### src/rtl/delay_ctrl.sv
// rtl/delay_ctrl.sv - frame delayer front-end: input register, geometry check, wen/ren gating, output mux
// Enables change only at frame start so the delayer never sees a mode change mid-frame.
module delay_ctrl #(
   parameter int H_WIDTH     = 1920,
   parameter int V_HEIGHT    = 1080,
   parameter int LOCK_FRAMES = 2
) (
   input  logic        clk_i,
   input  logic        rst_ni,
   input  logic        enable_i,
   input  logic        vs_i,
   input  logic        de_i,
   input  logic [23:0] data_i,
   output logic        vs_o,
   output logic        de_o,
   output logic [23:0] data_o,
   output logic        wen_o,
   output logic        ren_o,
   input  logic [23:0] dly_data_i,
   output logic        vid_vs_o,
   output logic        vid_de_o,
   output logic [23:0] vid_data_o,
   output logic        locked_o,
   output logic        err_o
);

   localparam int FRAME_PIX = H_WIDTH * V_HEIGHT;
   localparam int PIX_W     = $clog2(FRAME_PIX + 2);
   localparam int LINE_W    = $clog2(V_HEIGHT + 2);
   localparam int GOOD_W    = $clog2(LOCK_FRAMES + 1);

   localparam logic [PIX_W-1:0]  PIX_FULL  = PIX_W'(FRAME_PIX);
   localparam logic [PIX_W-1:0]  PIX_SAT   = PIX_W'(FRAME_PIX + 1);
   localparam logic [LINE_W-1:0] LINE_FULL = LINE_W'(V_HEIGHT);
   localparam logic [LINE_W-1:0] LINE_SAT  = LINE_W'(V_HEIGHT + 1);
   localparam logic [GOOD_W-1:0] GOOD_LOCK = GOOD_W'(LOCK_FRAMES);

   typedef enum logic [1:0] {
      ST_IDLE,
      ST_FILL,
      ST_RUN
   } state_t;

   state_t              state_q, state_d;
   logic [GOOD_W-1:0]   good_cnt_q, good_cnt_d;
   logic [PIX_W-1:0]    pix_cnt_q, pix_cnt_d;
   logic [LINE_W-1:0]   line_cnt_q, line_cnt_d;
   logic                vs_q, de_q;
   logic [23:0]         data_q;
   logic                wen_q, ren_q, locked_q, err_q, err_d;
   logic                vid_vs_q, vid_de_q;
   logic [23:0]         vid_data_q;

   logic fs;
   logic frame_good;

   assign fs         = vs_i & ~vs_q;
   assign frame_good = (pix_cnt_q == PIX_FULL) && (line_cnt_q == LINE_FULL);

   // Counters reload on fs so a pixel coincident with vsync belongs to the new frame.
   always_comb begin
      pix_cnt_d  = pix_cnt_q;
      line_cnt_d = line_cnt_q;
      if (fs) begin
         pix_cnt_d  = de_i ? PIX_W'(1) : '0;
         line_cnt_d = '0;
      end else begin
         if (de_i && (pix_cnt_q != PIX_SAT)) begin
            pix_cnt_d = pix_cnt_q + PIX_W'(1);
         end
         if (de_q && !de_i && (line_cnt_q != LINE_SAT)) begin
            line_cnt_d = line_cnt_q + LINE_W'(1);
         end
      end
   end

   always_comb begin
      state_d    = state_q;
      good_cnt_d = good_cnt_q;
      err_d      = 1'b0;
      if (fs) begin
         case (state_q)
            ST_IDLE: begin
               if (enable_i) begin
                  state_d    = ST_FILL;
                  good_cnt_d = '0;
               end
            end
            ST_FILL: begin
               if (!enable_i) begin
                  state_d = ST_IDLE;
               end else if (!frame_good) begin
                  good_cnt_d = '0;
               end else if ((good_cnt_q + GOOD_W'(1)) == GOOD_LOCK) begin
                  state_d = ST_RUN;
               end else begin
                  good_cnt_d = good_cnt_q + GOOD_W'(1);
               end
            end
            ST_RUN: begin
               if (!enable_i) begin
                  state_d = ST_IDLE;
               end else if (!frame_good) begin
                  state_d    = ST_FILL;
                  good_cnt_d = '0;
                  err_d      = 1'b1;
               end
            end
            default: begin
               state_d    = ST_IDLE;
               good_cnt_d = '0;
            end
         endcase
      end
   end

   always_ff @(posedge clk_i) begin
      if (!rst_ni) begin
         state_q    <= ST_IDLE;
         good_cnt_q <= '0;
         pix_cnt_q  <= '0;
         line_cnt_q <= '0;
         vs_q       <= 1'b0;
         de_q       <= 1'b0;
         data_q     <= '0;
         wen_q      <= 1'b0;
         ren_q      <= 1'b0;
         locked_q   <= 1'b0;
         err_q      <= 1'b0;
         vid_vs_q   <= 1'b0;
         vid_de_q   <= 1'b0;
         vid_data_q <= '0;
      end else begin
         state_q    <= state_d;
         good_cnt_q <= good_cnt_d;
         pix_cnt_q  <= pix_cnt_d;
         line_cnt_q <= line_cnt_d;
         vs_q       <= vs_i;
         de_q       <= de_i;
         data_q     <= data_i;
         wen_q      <= (state_d != ST_IDLE);
         ren_q      <= (state_d == ST_RUN);
         locked_q   <= (state_d == ST_RUN);
         err_q      <= err_d;
         vid_vs_q   <= vs_q;
         vid_de_q   <= de_q;
         vid_data_q <= de_q ? (ren_q ? dly_data_i : data_q) : 24'h0;
      end
   end

   assign vs_o       = vs_q;
   assign de_o       = de_q;
   assign data_o     = data_q;
   assign wen_o      = wen_q;
   assign ren_o      = ren_q;
   assign locked_o   = locked_q;
   assign err_o      = err_q;
   assign vid_vs_o   = vid_vs_q;
   assign vid_de_o   = vid_de_q;
   assign vid_data_o = vid_data_q;

endmodule
### config.mk
export PLATFORM = sky130hd
export DESIGN_NAME = delay_ctrl
export DESIGN_NICKNAME = d
export VERILOG_FILES = /design/src/rtl/delay_ctrl.sv
export SDC_FILE = /design/constraint.sdc
export NUM_CORES = 1
export LEC_CHECK = 0
export CAP_MARGIN = 10
export CORE_MARGIN = 2
export CORE_UTILIZATION = 43
export CTS_BUF_LIST = sky130_fd_sc_hd__clkbuf_8
export DETAILED_ROUTE_END_ITERATION = 10
export PLACE_DENSITY = 0.78
export SLEW_MARGIN = 20
export SYNTH_ARGS = -nofsm -noshare
export SYNTH_HDL_FRONTEND = slang
export SYNTH_SLANG_ARGS = --single-unit
### constraint.sdc
create_clock -name clk_i -period 1.6 [get_ports clk_i]
set_input_delay 0.16 -clock clk_i [delete_from_list [all_inputs] [get_ports clk_i]]
set_output_delay 0.16 -clock clk_i [all_outputs]
set_load 0.02 [all_outputs]
* After elaboration in Yosys (flattened, before gate mapping)
Index checks and enable logic that the tools add are counted.
** Word-level totals
- Register bits :: 91
- Latch bits :: 0
- Memory bits (writable) :: 0
- Memory bits (read-only) :: 0
- Input port bits :: 53
- Output and inout port bits :: 56
- Logic and storage cells :: 64
- Memories kept :: 0
** Operators by class
- $add $sub $neg :: 3
- Multipliers :: 0
- Divide/modulo/power cells :: 0
- Order comparisons :: 0
- Equal/unequal tests :: 13
- Shifts and indexed selects :: 0
- Multiplexer cells :: 20
- Bitwise gates (word level) :: 3
- Reductions and logical operators :: 12
** Operators by type and width (count)
- $mux W21 :: 2
- $mux W2 :: 13
- $mux W24 :: 1
- $add A21 B1 Y21 const B :: 1
- $eq A21 B21 Y1 const B :: 1
- $ne A21 B21 Y1 const B :: 1
- $pmux W2 S3 :: 2
- $add A11 B1 Y11 const B :: 1
- $eq A11 B11 Y1 const B :: 1
- $ne A11 B11 Y1 const B :: 1
- $ne A2 B2 Y1 const B :: 4
- $eq A2 B2 Y1 const B :: 3
- $reduce_and A6 Y1 :: 1
- $logic_and A1 B1 Y1 :: 4
- $reduce_and A4 Y1 :: 1
- $reduce_bool A2 Y1 :: 2
- $ne A3 B3 Y1 const B :: 1
- $add A2 B1 Y2 const B :: 1
- $eq A2 B1 Y1 const B :: 1
- $logic_not A2 Y1 :: 1
- $mux W1 :: 2
- $not A1 Y1 :: 2
- $reduce_and A2 Y1 :: 1
- $reduce_or A2 Y1 :: 1
- 2 further kinds :: 2

* Longest topological paths before layout
- Depth after elaboration :: 8
- Mapped depth :: 7
- Mapped depth without buffers :: 7

* Least setup slack after synthesis
Ideal clock, no wire load.
- Path kind :: register to register
- Start point :: register line_cnt_q[2]
- End point :: register wen_q, in the netlist wen_o
- Setup time :: 0.120 ns
- Data arrival time :: 1.563 ns
- Data required time :: 1.480 ns
- Slack :: -0.083 ns
- Stages on the path, launching flop included :: 6
- Path buffers :: 0
- Period minus slack after synthesis :: 1.683 ns
- Cell sequence :: dfxtp_1 > or4b_4 > nor4_4 > nand3b_2 > o21a_1 > or2_1
** Between the ends
- Longest elaborated chain between the ends :: 7
- Elaborated cells between the ends (all ways) :: 9
- Classes of those cells :: 1 x eq/ne; 6 x mux; 2 x reduce/logical
** Ends and longest elaborated chain
- from (decl) :: line 47 : logic [LINE_W-1:0] line_cnt_q, line_cnt_d;
- from (signal assigned) :: line 137 : line_cnt_q <= line_cnt_d;
- $eq A11 B11 Y1 (*) :: line 58 : assign frame_good = (pix_cnt_q == PIX_FULL) && (line_cnt_q == LINE_FULL);
- $logic_and A1 B1 Y1 (*) :: line 58
- $mux W2, on equally long branches :: line 103, 92
- $mux W2, on equally long branches :: line 101, 90
- $pmux W2 S3 (*) :: line 82 : case (state_q)
- $mux W2 (*) :: line 81 : if (fs) begin
- $reduce_bool A2 Y1 (*) :: line 141 : wen_q <= (state_d != ST_IDLE);
- to (signal assigned) :: line 141
- to (decl) :: line 50 : logic wen_q, ren_q, locked_q, err_q, err_d;
Mark *: on every way between the ends. The rest lies on a longest branch, timed or not.
A chain may end at the register's enable or synchronous reset.

* Worst setup path in the final report
Ends and elaborated chain as after synthesis.

==> flow_metrics.py <==
metrics = {
    "routing": {
        "drc": 0,
        "vias": 3071,
        "drtAntennaViolNets": 0,
        "wl_per_cell_um": 15.1,
        "firstDrtPassIters": 4,
        "drt_wl_total_mm": 9.36,
        "drt_iter0_markers": 75,
        "viasPerCell": 4.95,
    },
    "clocking": {
        "clock_latency_ns": 0.35,
        "cts-root-buf": "clkbuf_8",
        "cts_hold_buf": 0,
        "clkTransAtPathRegs_ns": 0.10,
        "cts_num_sinks": 91,
        "cts_tree": "built",
        "cts_buffer_depth": 2,
        "cts_made_buffers": 9,
        "cts_max_level": 3,
    },
    "yosys": {
        "yosysWarnings": 0,
        "synth-seq-cells": 91,
        "synth_top_area_share_pct": 51.8,
        "synth_area_leaders": "dfxtp_1 (52%), mux2i_1 (7.4%), nor2_1 (6.5%)",
        "yosysMostFrequentCell": "dfxtp_1",
        "ys_seq_area_share_pct": 51.8,
        "syn_area_per_cell_um2": 9.69,
        "synthTopCellsByCount": "dfxtp_1 (91), nor2_1 (61), and2_1 (29)",
        "synth_top_family_by_area": "simple AND/OR/NAND/NOR gates",
        "synth_ff_type": "dfxtp_1",
        "yosys.area_share.xor_xnor_pct": 6.72,
        "synthSimpleGateAreaFrac_pct": 25.5,
        "synth-edff-count": 0,
        "ys_types": 39,
        "async_reset_ff_share_pct": 0,
        "synth_mux_area_share_pct": 7.40,
        "synth_top_area_cell": "dfxtp_1",
        "synth_nets": 423,
        "syn-cell-area_um2": 3520,
        "synth_compound_gate_area_share_pct": 3.63,
        "synth_cells": 363,
        "yosys.area_share.adder_pct": 2.49,
    },
    "grt": {
        "grt_overflow_total": 0,
        "grt_start_max_net_pins": 32,
        "grt_first_pass_wirelength_mm": 14.1,
        "grt_pass1_vias": 2949,
        "grt.total_usage_pct": 20.4,
        "antenna_found_initial": 0,
    },
    "cells_and_area": {
        "area_growth_pct": 51.3,
        "drive_gt1_share_pct": 16.2,
        "antenna_cells": 0,
        "fin_nets": 573,
        "instances_no_fill": 620,
        "final-seq-area_um2": 1830,
        "multi_input_area_um2": 1690,
        "post-route-util_pct": 68.2,
        "n_fill_cell": 619,
        "fin_area_um2": 5320,
    },
    "flow_run": {
        "max_cap_violations": 0,
    },
    "outcome": {
        "outcome": "finished with violations",
        "violations": "negative setup slack",
    },
    "min_path": {
        "holdCritPathClass": "primary input to flip-flop",
        "whs_endpoint": "data_o[8]",
        "whs_path_depth": 2,
        "hp-start": "data_i[8]",
    },
    "place": {
        "io_buffers": 108,
        "place_hpwl_mm": 6.92,
        "dp_slack_ns": -0.159,
        "numPlacedInstances": 601,
        "dpl-instance-area_um2": 5010,
        "routabilityCongestion": 0.848,
    },
    "sta": {
        "maxSlewHeadroom_pct": 80.0,
        "max_freq_ghz": 0.600,
        "timing.final.crit_share_pct": 104,
        "hold_viol_final": 0,
        "final_max_slew_viol_count": 0,
        "period_minus_slack_ns": 1.67,
        "skew_ns": 0.0128,
        "worst_pin_slew_ns": 0.298,
        "worst_slack_ns": -0.0659,
        "setup_viol": 5,
        "rsz0062_at_grt": "true",
    },
    "worst_setup_path": {
        "crit_type": "flip-flop to flip-flop",
        "worstPathCellList": "or4b_4, nor4_4, nand3b_2, o21a_1, or2_1",
        "slowest_stage": "or4b_4",
        "reg2reg_depth": 5,
        "rrSetupSlack_ns": -0.07,
        "path_max_fanout": 2,
        "cp-startpoint": "line_cnt_q[2]",
        "cp-start-kind": "flip-flop",
        "crit_required_ns": 1.85,
        "crit-reg2reg-launch": "line_cnt_q[2]",
        "max_stage_delay_ns": 0.55,
        "critPathArrivalTime_ns": 1.92,
        "critPathCaptureType": "flip-flop",
        "r2r-end": "wen_o",
    },
    "floorplan": {
        "boundaryPins": 109,
        "initial_core_util_pct": 45.0,
        "design.core.area_um2": 7810,
        "rows": 32,
        "die_area_um2": 8920,
        "fp.dieH_um": 94.4,
        "die_w_um": 94.4,
    },
    "pwr": {
        "ir_drop_mv": 0.453,
        "p_per_area_nw_per_um2": 822,
        "power.leakage_nw": 1.98,
    },
}
## flip-flops by register name, indices dropped and copies added, names as in the netlist, 2 cells and up
| register | flops |
|---|---|
| vid_data_o | 24 |
| data_o | 24 |
| pix_cnt_q | 21 |
| line_cnt_q | 11 |
| state_q | 2 |
| good_cnt_q | 2 |
## metrics by stage
| step | power [mW] | TNS [ns] | hold slack [ns] |
|---|---|---|---|
| after floorplan | 2.57 | -0.0826 | 0.282 |
| after global placement | 2.84 | -0.568 | 0.472 |
| after detailed placement | 2.85 | -1.47 | 0.482 |
| after CTS | 4.39 | -0.168 | 0.373 |
| after global routing | 4.54 | -0.707 | 0.381 |
| final | 4.37 | -0.127 | 0.383 |
## layout make-up
cell class                 instances  area share [%]
multi-input combinational        250            31.7
timing repair buffer             154            27.2
sequential                        91            34.5
clock inverter                     7            1.41
tap                              102            2.40
inverter                           7           0.494
clock buffer                       9            2.33
## power by group
part	internal, mW	switching, mW
combinational	0.263	0.191
clock	0.731	0.834
sequential	2.32	0.0364
total	3.31	1.06
## routing by layer
metal	global-route usage (%)	up-vias	wire, um
met3	5.43	8	664
met1	23.3	1467	3820
met4	6.16	0	80
li1	-	1510	-
met2	37.3	86	4790
met5	0	-	0
## worst max path at each step
| stage | end | slack, ns | depth (start not counted) |
|---|---|---|---|
| floorplan | wen_o | -0.08 | 5 |
| global placement | line_cnt_q[9] | -0.09 | 6 |
| detailed placement | pix_cnt_q[17] | -0.16 | 7 |
| CTS | wen_o | -0.08 | 5 |
| global route | wen_o | -0.14 | 5 |
| finish | wen_o | -0.07 | 5 |
## critical path, delay by kind of cell (launching register included)
| kind | cells | cell delay (ns) |
|---|---|---|
| flops | 1 | 0.33 |
| compound gates | 1 | 0.20 |
| simple gates | 4 | 1.04 |
## cells in the final DEF, fill, tap and decap left out, types with 3 or more instances in the layout
master,instances
a21oi_1,6
and2_1,29
and3_1,5
buf_4,44
clkbuf_8,9
clkdlybuf4s50_1,105
dfxtp_1,85
dfxtp_2,4
dlygate4sd2_1,3
ha_1,6
inv_1,8
mux2i_1,26
nand2_1,16
nand2b_1,4
nand3_1,14
nand3b_1,3
nand4_1,9
nor2_1,60
nor2b_1,5
nor3_1,3
o21a_1,3
o21ai_0,4
xnor2_1,10
xor2_1,16
## timing repair
item | in CTS | in global routing
endpoints found under the hold margin | 0 | 0
pin swaps | 0 | 6
gates cloned | 0 | 0
setup endpoints to repair | 8 | 19
resized for setup | 4 | 22
buffers inserted | 0 | 3
## logic make-up after synthesis
kind of cell    Yosys count
buf+inv                  22
compound gates           21
fa+ha+maj                 7
simple gates            169
xor+xnor                 27
flops                    91
mux                      26
No activity file was read; power rests on OpenSTA's default activity.
